**config.mk**
```make
export PLATFORM = sky130hd
export DESIGN_NAME = nat_conn_arbiter
export DESIGN_NICKNAME = d
export VERILOG_FILES = /design/src/rtl/nat_conn_arbiter.sv
export SDC_FILE = /design/constraint.sdc
export NUM_CORES = 1
export LEC_CHECK = 0
export ABC_AREA = 0
export CORE_AREA = 8 8 190 192
export DETAILED_ROUTE_END_ITERATION = 10
export DIE_AREA = 0 0 198 200
export HOLD_SLACK_MARGIN = 0.08
export PLACE_DENSITY = 0.69
export SLEW_MARGIN = 20
export SYNTH_ARGS = -nofsm -noshare
export SYNTH_HDL_FRONTEND = slang
export SYNTH_SLANG_ARGS = --single-unit
```
**constraint.sdc**
```tcl
create_clock -name clk -period 2.45 [get_ports clk]
set_input_delay 0.6125 -clock clk [delete_from_list [all_inputs] [get_ports clk]]
set_output_delay 0.6125 -clock clk [all_outputs]
set_load 0.02 [all_outputs]
```
**src/rtl/nat_conn_arbiter.sv**
```systemverilog
// nat_conn_arbiter: round-robin sharing of one connection-table lookup port among NUM_CH channels
module nat_conn_arbiter #(
   parameter int NUM_CH  = 2,
   parameter int TUPLE_W = 128,
   parameter int CONN_W  = 16,
   parameter int TIMEOUT = 64
) (
   input  logic                       clk,
   input  logic                       reset,
   input  logic [NUM_CH*TUPLE_W-1:0]  ch_tuple_data,
   input  logic [NUM_CH-1:0]          ch_tuple_valid,
   output logic [NUM_CH-1:0]          ch_tuple_ready,
   output logic [NUM_CH*CONN_W-1:0]   ch_conn_data,
   output logic [NUM_CH-1:0]          ch_conn_valid,
   output logic [NUM_CH-1:0]          ch_conn_err,
   output logic [TUPLE_W-1:0]         tbl_tuple_data,
   output logic                       tbl_tuple_valid,
   input  logic [CONN_W-1:0]          tbl_conn_data,
   input  logic                       tbl_conn_valid,
   output logic [31:0]                req_cnt,
   output logic [31:0]                timeout_cnt
);
   localparam int CW = NUM_CH > 1 ? $clog2(NUM_CH) : 1;
   localparam int TW = $clog2(TIMEOUT);
   localparam logic [NUM_CH-1:0] ONE = 1;
   typedef enum logic [1:0] {IDLE, ISSUE, WAIT} state_t;
   state_t state;
   logic [CW-1:0] ptr, gnt, pick, idx;
   logic [TW-1:0] timer;
   logic any;
   // pick the first requesting channel after the last grant, wrapping around
   always_comb begin
      any  = 1'b0;
      pick = ptr;
      idx  = ptr;
      for (int k = 1; k <= NUM_CH; k++) begin
         idx = CW'((int'(ptr) + k) % NUM_CH);
         if (!any && ch_tuple_valid[idx]) begin
            any  = 1'b1;
            pick = idx;
         end
      end
   end
   // accept pulse only in IDLE; forced low while reset is held so every output reads 0
   always_comb ch_tuple_ready = (state == IDLE && any && reset) ? ONE << pick : '0;
   // lookup sequencer: grant, issue one table request, then wait for response or timeout
   always_ff @(posedge clk or negedge reset) begin
      if (!reset) begin
         state           <= IDLE;
         ptr             <= CW'(NUM_CH - 1);
         gnt             <= '0;
         timer           <= '0;
         tbl_tuple_data  <= '0;
         tbl_tuple_valid <= 1'b0;
         ch_conn_data    <= '0;
         ch_conn_valid   <= '0;
         ch_conn_err     <= '0;
         req_cnt         <= '0;
         timeout_cnt     <= '0;
      end else begin
         tbl_tuple_valid <= 1'b0;
         ch_conn_valid   <= '0;
         ch_conn_err     <= '0;
         case (state)
            IDLE: if (any) begin
               gnt             <= pick;
               ptr             <= pick;
               tbl_tuple_data  <= ch_tuple_data[pick*TUPLE_W +: TUPLE_W];
               tbl_tuple_valid <= 1'b1;
               req_cnt         <= req_cnt + {31'b0, req_cnt != '1};
               state           <= ISSUE;
            end
            ISSUE: begin
               timer <= '0;
               state <= WAIT;
            end
            WAIT: if (tbl_conn_valid) begin
               ch_conn_data[gnt*CONN_W +: CONN_W] <= tbl_conn_data;
               ch_conn_valid <= ONE << gnt;
               state         <= IDLE;
            end else if (timer == TW'(TIMEOUT - 1)) begin
               ch_conn_data[gnt*CONN_W +: CONN_W] <= '0;
               ch_conn_valid <= ONE << gnt;
               ch_conn_err   <= ONE << gnt;
               timeout_cnt   <= timeout_cnt + {31'b0, timeout_cnt != '1};
               state         <= IDLE;
            end else begin
               timer <= timer + 1'b1;
            end
            default: state <= IDLE;
         endcase
      end
   end
endmodule

```
======== Word level (Yosys, flattened, before mapping) ========
Cells that the tools add are included.
W data, S select, Z words.
storage, ports and cells
  bits in latches ......................... 0
  memories ................................ 0
  logic and storage cells ................. 74
  memory bits (writable) .................. 0
  input port bits ......................... 277
  bits in read-only memories .............. 0
  flip-flop bits (word level) ............. 239
  output and inout bits ................... 231
cells by class
  multipliers ............................. 0
  divide/modulo/power cells ............... 0
  reduce and logical (&&, ||, !) cells .... 12
  mux-type cells .......................... 27
  shift-type cells ........................ 6
  equal/unequal tests ..................... 9
  magnitude comparators ................... 2
  bitwise operators ....................... 1
  add/subtract/negate cells ............... 6
operators by type and width
  kind                         count
  $shiftx A256 B9 Y128         1
  $add A32 B1 Y32              2
  $bwmux W32                   2
  $mux W32                     2
  $ne A32 B32 Y1 const B       2
  $neg A5 Y34                  1
  $shift A16 B34 Y32 const A   1
  $shiftx A16 B34 Y32          1
  $shiftx A16 B34 Y32 const A  1
  $mux W2                      9
  $mux W6                      2
  $pmux W6 S2                  1
  $mux W1                      10
  $add A6 B1 Y6 const B        1
  $eq A6 B6 Y1 const B         1
  $ne A2 B2 Y1 const B         3
  $pmux W2 S3                  1
  $reduce_and A2 Y1            3
  $reduce_and A3 Y1            2
  $lt A1 B2 Y1 const B         2
  $reduce_bool A2 Y1           2
  $shl A1 B1 Y2 const A        2
  $logic_and A1 B1 Y1          3
  $ne A3 B3 Y1 const B         1
  6 further kinds              7

======== Depth between registers and ports, before layout ========
Gate-level depths: netlist of run 1.
  word-level depth ........................ 10
  mapped depth ............................ 12
  depth with buffers taken out ............ 11

======== Least setup slack after synthesis of run 1 ========
Ideal clock, no wire load.
  path type ............................... flip-flop to flip-flop
  start ................................... reg req_cnt[9]
  end ..................................... reg req_cnt[18]
  data required time ...................... 2.320 ns
  period minus slack after synthesis ...... 2.765 ns
  buffers on the path ..................... 0
  library setup time ...................... 0.130 ns
  data arrival time ....................... 2.634 ns
  path slack .............................. -0.315 ns
  stages on the path, launching flop included .. 12
  path through ............................ dfrtp_1 and4_1 and2_1 nand3_1 nor4_1 nand2_1 ha_1 ha_1 or4b_2 nor2_2 nand4_1 xnor2_1
between the ends
  word-level cells in the longest chain between the ends .. 2
ends and longest elaborated chain
  what                    RTL line  RTL
  start, declared         20        output logic [31:0] req_cnt,
  start signal, assigned  70        req_cnt <= req_cnt + {31'b0, req_cnt != '1};
  $ne A32 B32 Y1          70
  $add A32 B1 Y32 *       70
Mark *: on every way between the ends. The rest lies on a longest branch, timed or not.
A chain may end at the register's enable or synchronous reset.

======== Final worst setup path of run 1 ========
  start ................................... reg req_cnt[10]
  end ..................................... reg req_cnt[29]
The elaborated chain is that of the path after synthesis.

==> results.tsv, run 1 <==
stage	metric	value	unit
floorplan	dieArea	0.03960	mm²
floorplan	die_y	200	µm
layout	final_util	0.5550	
setup_path	r2r_end	req_cnt[29]	
global_routing	grt_usage	0.1885	
sta	rsz0062_at_grt	true	
synthesis	synthArstFlopShare	1.000	
layout	n_antenna_cell	0	
setup_path	rrSetupSlack	-0.11	ns
cts	ctsLongestPathBuffers	3	
cts	clkSinkCount	239	
layout	final_layout_size_suffix_gt1_frac	0.1612	
floorplan	io_pins	508	
layout	final_common_cell	clkdlybuf4s50_1	
power	p_leak	7.998	nW
setup_path	crit_end	req_cnt[29]	
sta	final_hold_viol_count	0	
flow_run	max-cap-violations	0	
synthesis	synth_compound_area_frac	0.06777	
layout	syn_to_final_growth	71.90	%
setup_path	cp-end-kind	flop	
cts	root_buffer	clkbuf_16	
synthesis	synth-edff-count	0	
global_routing	grt_pass1_wl	58980	µm
synthesis	postSynthCellCount	978	
layout	n_fill_cell	2845	
sta	min_period	2.561	ns
synthesis	synth-simple-area-share	0.1341	
cts	htreeDepth	1	
cts	cts_buffers	28	
layout	layout.nets	1856	
layout	final_cell_mix	clkdlybuf4s50_1 (504), dfrtp_1 (229), nor2_1 (141)	
setup_path	cp-start-kind	flop	
global_routing	grt_pass1_vias	10200	
synthesis	synth_fp_nets	1262	
routing	vias	9573	
setup_path	arrival	3.02	ns
routing	postRouteAntennaNets	0	
synthesis	ys_ff_latch	239	
synthesis	yosysUniqueCellTypes	42	
synthesis	synth_xor_area_frac	0.04998	
sta	max_freq	0.3904	GHz
setup_path	reg2reg_depth	11	
sta	min_period_over_period	1.045	
floorplan	num_rows	67	
routing	routed_via_density	4.688	
min_path	hold_path.class	in -> async	
placement	portBuffers	507	
synthesis	synth_seq_area_share	0.5596	
sta	worst_slew_pin_slew	0.8078	ns
sta	maxSlewViolCount	0	
sta	whs	0.4754	ns
setup_path	crit_path_start	req_cnt[10]	
layout	stdcell_area	0.01838	mm²
placement	routabilityCongestion	0.8328	
synthesis	ys.flop_type	dfrtp_1	
sta	clock_skew	0.01314	ns
setup_path	cp_max_fo	4	
floorplan	die_x	198	µm
routing	drc	0	
global_routing	overflow	0	
power	p_per_area	1068	mW/mm²
synthesis	yosys.area_share.adder	0.008193	
routing	first_pass_iters	4	
cts	clk_latency	0.53	ns
synthesis	avgSynthCellArea	10.93	µm²
floorplan	core_area	0.03311	mm²
cts	cts_tree	built	
synthesis	ys_warn_count	0	
power	max-vdd-ir-drop	0.0004538	V
floorplan	start_util	0.3228	
placement	dp_hpwl	30610	µm
placement	placed_area	0.01702	mm²
setup_path	criticalPathCategory	reg -> reg	
run_status	violations	negative setup slack	
sta	worst_slack	-0.1114	ns
setup_path	worstReg2RegStart	req_cnt[10]	
global_routing	grt_max_degree	143	
routing	wl_per_cell	19.29	µm
synthesis	muxShareOfSynthArea	0.1587	
cts	clk_pin_slew	0.06	ns
synthesis	synth_top_family_by_area	multiplexers	
synthesis	syn_area	0.01069	mm²
run_status	status	complete, but fails checks	
sta	relSlewSlack	0.4614	
setup_path	crit_required	2.91	ns
global_routing	antenna_found_initial	1	
sta	setup_viol_count_final	17	
routing	drt-initial-drc-count	436	
routing	wl	39390	µm
report_power, final:
group          internal [mW]  total, mW  switching (mW)
clock                   2.56       4.23            1.66
combinational           4.30       9.21            4.91
sequential              5.39       6.19           0.802
worst min-delay path by stage:
stage,start,to,slack (ns),cells after the start
global placement,reset,tbl_tuple_data[58],0.42,1
CTS,reset,tbl_tuple_data[54],0.45,2
floorplan,reset,ch_conn_data[0],0.32,0
finish,reset,tbl_tuple_data[51],0.48,2
detailed placement,reset,tbl_tuple_data[58],0.42,1
global route,reset,tbl_tuple_data[54],0.47,2
final cells by class:
| type | instances | area, µm² | share of cell area |
|---|---|---|---|
| Tap cell | 448 | 560.5 | 0.03050 |
| Timing Repair Buffer | 615 | 6033 | 0.3283 |
| Multi-Input combinational cell | 679 | 4810 | 0.2617 |
| Clock inverter | 9 | 107.6 | 0.005855 |
| Sequential cell | 239 | 5993 | 0.3261 |
| Clock buffer | 43 | 838.3 | 0.04562 |
| Inverter | 9 | 33.78 | 0.001838 |
synthesized netlist by cell type, types with 4 or more instances:
master    instances  share of area
clkbuf_1         39          0.014
xor2_1           34          0.028
nand3_1          25          0.012
nand2_1          31          0.011
o21ai_0           5         0.0023
nor2_1          157          0.055
dfrtp_1         238           0.56
ha_1              7         0.0082
buf_2             4         0.0019
and4_1            4         0.0033
and3_1            9         0.0053
nand4_1          19          0.011
buf_1             7         0.0025
nor4_1           11         0.0064
a21oi_1         130          0.061
nor3_1           12         0.0056
mux2i_1         129           0.12
xnor2_1          27          0.022
mux2_2           36          0.038
inv_1             9         0.0032
and2_1           20          0.012
what timing repair did:
| action | CTS | global route |
|---|---|---|
| gates resized for setup | 22 | 49 |
| endpoints found under the hold margin | 3 | 0 |
| endpoints found under the setup margin | 19 | 50 |
| buffers inserted | 6 | 11 |
| pin swaps | 12 | 11 |
| hold buffers | 1 | 0 |
logic make-up (layout without fill, tap and decap cells):
group                    count (synthesis)  in the layout
buffers and inverters                   60            676
adder cells (fa/ha/maj)                  7              7
XOR/XNOR                                61             61
flip-flops                             239            239
AND/OR/NAND/NOR                        305            305
multiplexers                           165            165
AO/OA/AOI/OAI                          141            141
layer usage:
layer | GRT usage | vias to the layer above | wire (µm)
li1 | - | 4588 | -
met2 | 0.3348 | 326 | 20350
met4 | 0.05559 | 0 | 1071
met5 | 0 | - | 0
met3 | 0.05130 | 59 | 2940
met1 | 0.2208 | 4600 | 15030
through the flow:
stage / total power [mW] / worst slack, ns / cells / setup TNS [ns]
finish: 19.62 / -0.1114 / 2042 / -0.9708
detailed placement: 15.39 / -0.4002 / 1972 / -21.99
CTS: 19.78 / -0.09674 / 2031 / -0.7221
global placement: 15.22 / -0.3951 / 1972 / -15.92
global route: 20.71 / -0.2509 / 2042 / -3.847
floorplan: 10.75 / -0.1048 / 978 / -0.9659
worst max-delay path, cell delays in order (launching register included):
cell and delay [ns]:
dfrtp_2 0.39, and4_4 0.19, and2_4 0.17, nand3_4 0.09, nor4_4 0.05, nand2_1 0.10
ha_2 0.18, nand3_2 0.07, or4_4 0.48, or4_4 0.49, nor2_2 0.12, xor2_1 0.15
state kept, by name (all words and copies together), names as in the netlist:
name	cells
ch_conn_data	32
ch_conn_err	2
ch_conn_valid	2
gnt	1
ptr	1
req_cnt	32
state	2
tbl_tuple_data	128
tbl_tuple_valid	1
timeout_cnt	32
timer	6
Power figures use the tool's default switching activity.
==> run 2, diff against run 1 <==
--- a/config.mk
+++ b/config.mk
@@ -15,3 +15,4 @@
 export SYNTH_ARGS = -nofsm -noshare
 export SYNTH_HDL_FRONTEND = slang
 export SYNTH_SLANG_ARGS = --single-unit
+export TNS_END_PERCENT = 1
==> run 2 against run 1 <==
Compared with the run above:
- the run still ends with negative setup slack left
- flip-flop and latch count stayed put
- combinational power down 1%
- clock skew up 0.0015 ns
- die area stayed put
- count of clock-buffer cells in the layout shrank 5
- fmax shrank 0.88%
- wire length decreased by 3.4%
- critical path depth unchanged
- register-to-register slack worse by 0.02 ns
- worst setup slack got worse by 0.023 ns
==> results.tsv, run 2 (synthesized netlist as in run 1, its figures left out) <==
stage	metric	value	unit
cts	htreeDepth	1	
floorplan	die_x	198	µm
flow_run	max-cap-violations	0	
setup_path	cp_slowest_cell	or4_1	
sta	worst_slew_pin_slew	1.044	ns
global_routing	antenna_found_initial	0	
placement	placed_area	0.01688	mm²
cts	cts_tree	built	
routing	first_pass_iters	5	
floorplan	core_area	0.03311	mm²
sta	setup_viol_count_final	14	
layout	max_flop_register	tbl_tuple_data	
cts	cts_buffers	27	
sta	worst_slack	-0.1341	ns
routing	vias	9332	
setup_path	arrival	3.03	ns
routing	drt-initial-drc-count	337	
sta	rsz0062_at_grt	true	
routing	routed_via_density	4.629	
power	finalPower	19.59	mW
floorplan	start_util	0.3228	
cts	ctsLongestPathBuffers	3	
placement	routabilityCongestion	0.8256	
layout	layout.nets	1831	
global_routing	grt_usage	0.1830	
cts	postCtsSetupBuffers	0	
routing	wl	38070	µm
min_path	hold_path.class	in -> async	
layout	regArea	0.005993	mm²
layout	syn_to_final_growth	67.65	%
cts	clk_latency	0.52	ns
setup_path	cp_max_fo	4	
layout	final_common_cell	clkdlybuf4s50_1	
global_routing	overflow	0	
sta	max_freq	0.3870	GHz
floorplan	dieArea	0.03960	mm²
sta	min_period_over_period	1.055	
global_routing	grt_pass1_wl	56850	µm
layout	multi_input_area	0.004577	mm²
setup_path	cp-start-kind	flop	
routing	wl_per_cell	18.89	µm
power	max-vdd-ir-drop	0.0007068	V
sta	final.setup.tns	-0.8156	ns
sta	maxSlewViolCount	0	
sta	relSlewSlack	0.3041	
setup_path	cp-end-kind	flop	
global_routing	grt_max_degree	160	
floorplan	die_y	200	µm
floorplan	num_rows	67	
power	p_leak	7.802	nW
setup_path	cp_cell_sequence	and4_1, and2_1, nand3_2, nor4_1, nand2_1, ha_1, nand3_1, or4_1, or4_4, nor2_2, xor2_1	
routing	drc	0	
cts	clkSinkCount	239	
layout	stdcell_area	0.01792	mm²
sta	min_period	2.584	ns
layout	final_layout_size_suffix_gt1_frac	0.1308	
setup_path	criticalPathCategory	reg -> reg	
setup_path	cp_slowest_stage_delay	0.48	ns
run_status	violations	negative setup slack	
layout	largest_reg_flops	128	
power	p_per_area	1093	mW/mm²
setup_path	crit_required	2.89	ns
placement	portBuffers	507	
sta	final_hold_viol_count	0	
layout	n_fill_cell	2928	
sta	clock_skew	0.01464	ns
routing	postRouteAntennaNets	0	
floorplan	io_pins	508	
cts	clk_pin_slew	0.06	ns
run_status	status	complete, but fails checks	
global_routing	grt_pass1_vias	9723	
layout	final_cell_mix	clkdlybuf4s50_1 (504), dfrtp_1 (229), nor2_1 (150)	
cts	root_buffer	clkbuf_16	
placement	dp_hpwl	29930	µm
## run 2: cell types whose count changed in the layout (fill, tap and decap cells not counted), moves of 6 or more
cell      change
buf_4        -14
nor2_1        +9
nand3_1       +7
clkbuf_1      -6
nor2_4        -6
## run 2: cell type report
type / instances / area share
antenna: 1 / 0.0001396
timing repair buffer: 591 / 0.3230
inverter: 9 / 0.001885
clock buffer: 38 / 0.04503
sequential: 239 / 0.3344
clock inverter: 11 / 0.008936
multi-input combinational: 679 / 0.2554
tap: 448 / 0.03128
## run 2: metrics by stage
step | hold slack [ns] | setup slack, ns | utilization | instances
after floorplan | 0.3169 | -0.1416 | - | 978
after global placement | 0.4668 | -0.4098 | 0.5098 | 1966
after detailed placement | 0.4772 | -0.4097 | 0.5098 | 1966
after CTS | 0.1032 | -0.1397 | 0.5402 | 2015
after global routing | 0.1381 | -0.2973 | 0.5412 | 2015
final | 0.1175 | -0.1341 | 0.5412 | 2016
## run 2: path summary, 6_finish.rpt
kind                            slack [ns]                  end  cells after the start      startpoint
worst max-delay path                 -0.13          req_cnt[25]                     11     req_cnt[10]
worst min-delay path                  0.12  tbl_tuple_data[127]                      2           reset
worst max register to register       -0.13          req_cnt[25]                     11     req_cnt[10]
worst min register to register        0.49       timeout_cnt[4]                      1  timeout_cnt[4]
max in group asynchronous             1.06      timeout_cnt[18]                      3           reset
min in group clk                      0.49       timeout_cnt[4]                      1  timeout_cnt[4]
## run 2: power by group
group / switching [mW] / total [mW] / internal [mW]
sequential: 0.795 / 6.18 / 5.39
clock: 1.63 / 4.33 / 2.70
combinational: 4.86 / 9.08 / 4.22
total: 7.28 / 19.6 / 12.3
## run 2: critical path, delay by kind of cell (launching register included)
family	cells	cell delay, ns
simple gates	9	1.81
flops	1	0.40
fa+ha+maj	1	0.16
xor+xnor	1	0.15
## run 2: metal layers
metal / global-route usage / up-vias / share of wire
met5: 0 / - / 0
met4: 0.05503 / 0 / 0.027
met3: 0.05197 / 50 / 0.079
met2: 0.3201 / 339 / 0.51
met1: 0.2165 / 4399 / 0.39
li1: - / 4544 / -
## run 2: timing repair
action | in CTS | in global routing
hold buffers | 0 | 0
gates cloned | 0 | 0
setup endpoints to repair | 30 | 47
pin swaps | 2 | 3
gates resized for setup | 18 | 9
==> run 3, diff against run 2 <==
--- a/config.mk
+++ b/config.mk
@@ -10,7 +10,7 @@
 export DETAILED_ROUTE_END_ITERATION = 10
 export DIE_AREA = 0 0 198 200
 export HOLD_SLACK_MARGIN = 0.08
-export PLACE_DENSITY = 0.69
+export PLACE_DENSITY_LB_ADDON = 0.25
 export SLEW_MARGIN = 20
 export SYNTH_ARGS = -nofsm -noshare
 export SYNTH_HDL_FRONTEND = slang
==> run 3 against run 2 <==
Compared with the run above:
- global-route usage barely moved
- the flow still finishes with violations (negative setup slack)
- die area is the same
- sequential share of layout area is 0.13 points lower
- worst setup slack better by 0.050 ns
- critical path depth did not move
- utilization up 0.22 points
- register-to-register slack better by 0.05 ns
- combinational power hardly changed
- largest cell class unchanged
==> results.tsv, run 3 (synthesized netlist as in run 1, its figures left out) <==
stage	metric	value	unit
run_status	status	complete, but fails checks	
run_status	violations	negative setup slack	
floorplan	die_y	200	µm
sta	setup_viol_count_final	9	
global_routing	gr-usage-met1	0.2201	
layout	final_layout_size_suffix_gt1_frac	0.1326	
cts	clkSinkCount	239	
layout	n_fill_cell	2907	
sta	max_freq	0.3946	GHz
global_routing	use_met2	0.3195	
sta	final_hold_viol_count	0	
setup_path	cp-end-kind	flop	
global_routing	overflow	0	
placement	portBuffers	507	
routing	wl	38210	µm
sta	clock_skew	0.01105	ns
routing	drc	0	
routing	postRouteAntennaNets	0	
routing	wl_per_cell	18.88	µm
sta	whs	0.4910	ns
floorplan	num_rows	67	
floorplan	start_util	0.3228	
layout	final_common_cell	clkdlybuf4s50_1	
sta	worst_slack	-0.08396	ns
sta	relSlewSlack	0.4042	
global_routing	grt_usage	0.1833	
layout	layout.nets	1838	
floorplan	io_pins	508	
setup_path	crit_required	2.90	ns
layout	max_flop_register	tbl_tuple_data	
layout	n_antenna_cell	0	
global_routing	antenna_found_initial	0	
placement	dp_hpwl	29740	µm
routing	drt-initial-drc-count	472	
routing	first_pass_iters	5	
cts	clk_pin_slew	0.06	ns
routing	vias	9273	
cts	cts_tree	built	
layout	syn_to_final_growth	68.33	%
power	p_per_area	1094	mW/mm²
global_routing	grt_pass1_vias	9688	
setup_path	cp-start-kind	flop	
sta	final.setup.tns	-0.3491	ns
placement	dp_cells	1971	
power	p_leak	7.860	nW
cts	clk_latency	0.53	ns
global_routing	busiest_layer	met2	
cts	htreeDepth	1	
setup_path	cp_max_fo	4	
setup_path	arrival	2.98	ns
sta	min_period_over_period	1.034	
placement	preCtsSetupSlack	-0.4869	ns
floorplan	die_x	198	µm
layout	largest_reg_flops	128	
sta	min_period	2.534	ns
global_routing	met3_usage	0.05214	
routing	routed_via_density	4.582	
layout	fin_cells	2024	
sta	rsz0062_at_grt	true	
cts	cts_buffers	28	
floorplan	core_area	0.03311	mm²
cts	ctsLongestPathBuffers	3	
floorplan	dieArea	0.03960	mm²
setup_path	criticalPathCategory	reg -> reg	
layout	final_cell_mix	clkdlybuf4s50_1 (503), dfrtp_1 (229), nor2_1 (150)	
global_routing	grt_max_degree	207	
cts	root_buffer	clkbuf_16	
global_routing	grt_pass1_wl	56860	µm
flow_run	max-cap-violations	0	
cts	postCtsSetupBuffers	0	
sta	maxSlewViolCount	0	
placement	routabilityCongestion	0.8076	
min_path	hold_path.class	in -> async	
sta	worst_slew_pin_slew	0.8938	ns
power	max-vdd-ir-drop	0.0009208	V
## run 3: path summary, 6_finish.rpt
path	slack [ns]	cells past startpoint	to	startpoint
min in group clk	0.49	1	ch_conn_err[0]	gnt
min reg2reg	0.49	1	ch_conn_err[0]	gnt
max in group asynchronous	0.46	5	tbl_tuple_data[28]	reset
max reg2reg	-0.08	11	req_cnt[31]	req_cnt[12]
max	-0.08	11	req_cnt[31]	req_cnt[12]
min	0.49	2	tbl_tuple_data[86]	reset
## run 3: what timing repair did
action,CTS,global route
hold endpoints to repair,5,0
setup endpoints to repair,26,133
hold buffers,1,0
resized for setup,18,15
pin swaps,3,3
## run 3: cell type report
cell class              instances  area, µm²  area share
clock buffers                  42      844.6     0.04693
clock inverters                10      156.4    0.008691
inverters                       9      33.78    0.001877
multi-input cells             679       4573      0.2541
flip-flops and latches        239       5993      0.3331
well taps                     448      560.5     0.03115
repair buffers                597       5833      0.3242
## run 3: report_power, final
| group | switching [mW] | internal (mW) | leakage [nW] |
|---|---|---|---|
| Clock | 1.64 | 2.80 | 0.497 |
| Combinational | 4.84 | 4.22 | 4.51 |
| Sequential | 0.790 | 5.39 | 2.85 |
| Total | 7.27 | 12.4 | 7.86 |
## run 3: worst max-delay path, cell delays in order, from the launching register on
cell and delay (ns):
dfrtp_1 0.41, and4_4 0.18, and2_4 0.16, nand3_2 0.07, nor4_1 0.05, nand2_1 0.11
ha_1 0.15, nand3_1 0.09, or4_1 0.48, or4_4 0.48, nor2_2 0.12, xor2_1 0.15
## run 3: routing by layer
layer	vias up	routed length (µm)	share of wire
met1	4374	15020	0.39
met2	297	19480	0.51
met4	0	896	0.023
met3	50	2816	0.074
li1	4552	-	-
met5	-	0	0
## run 3: stage by stage
stage	instance area, µm²	utilization	total power, mW
finish	17990	0.5434	19.68
global route	17990	0.5434	20.79
CTS	17940	0.5418	19.97
detailed placement	16910	0.5106	15.39
global placement	16910	0.5106	15.22
floorplan	10720	-	10.73
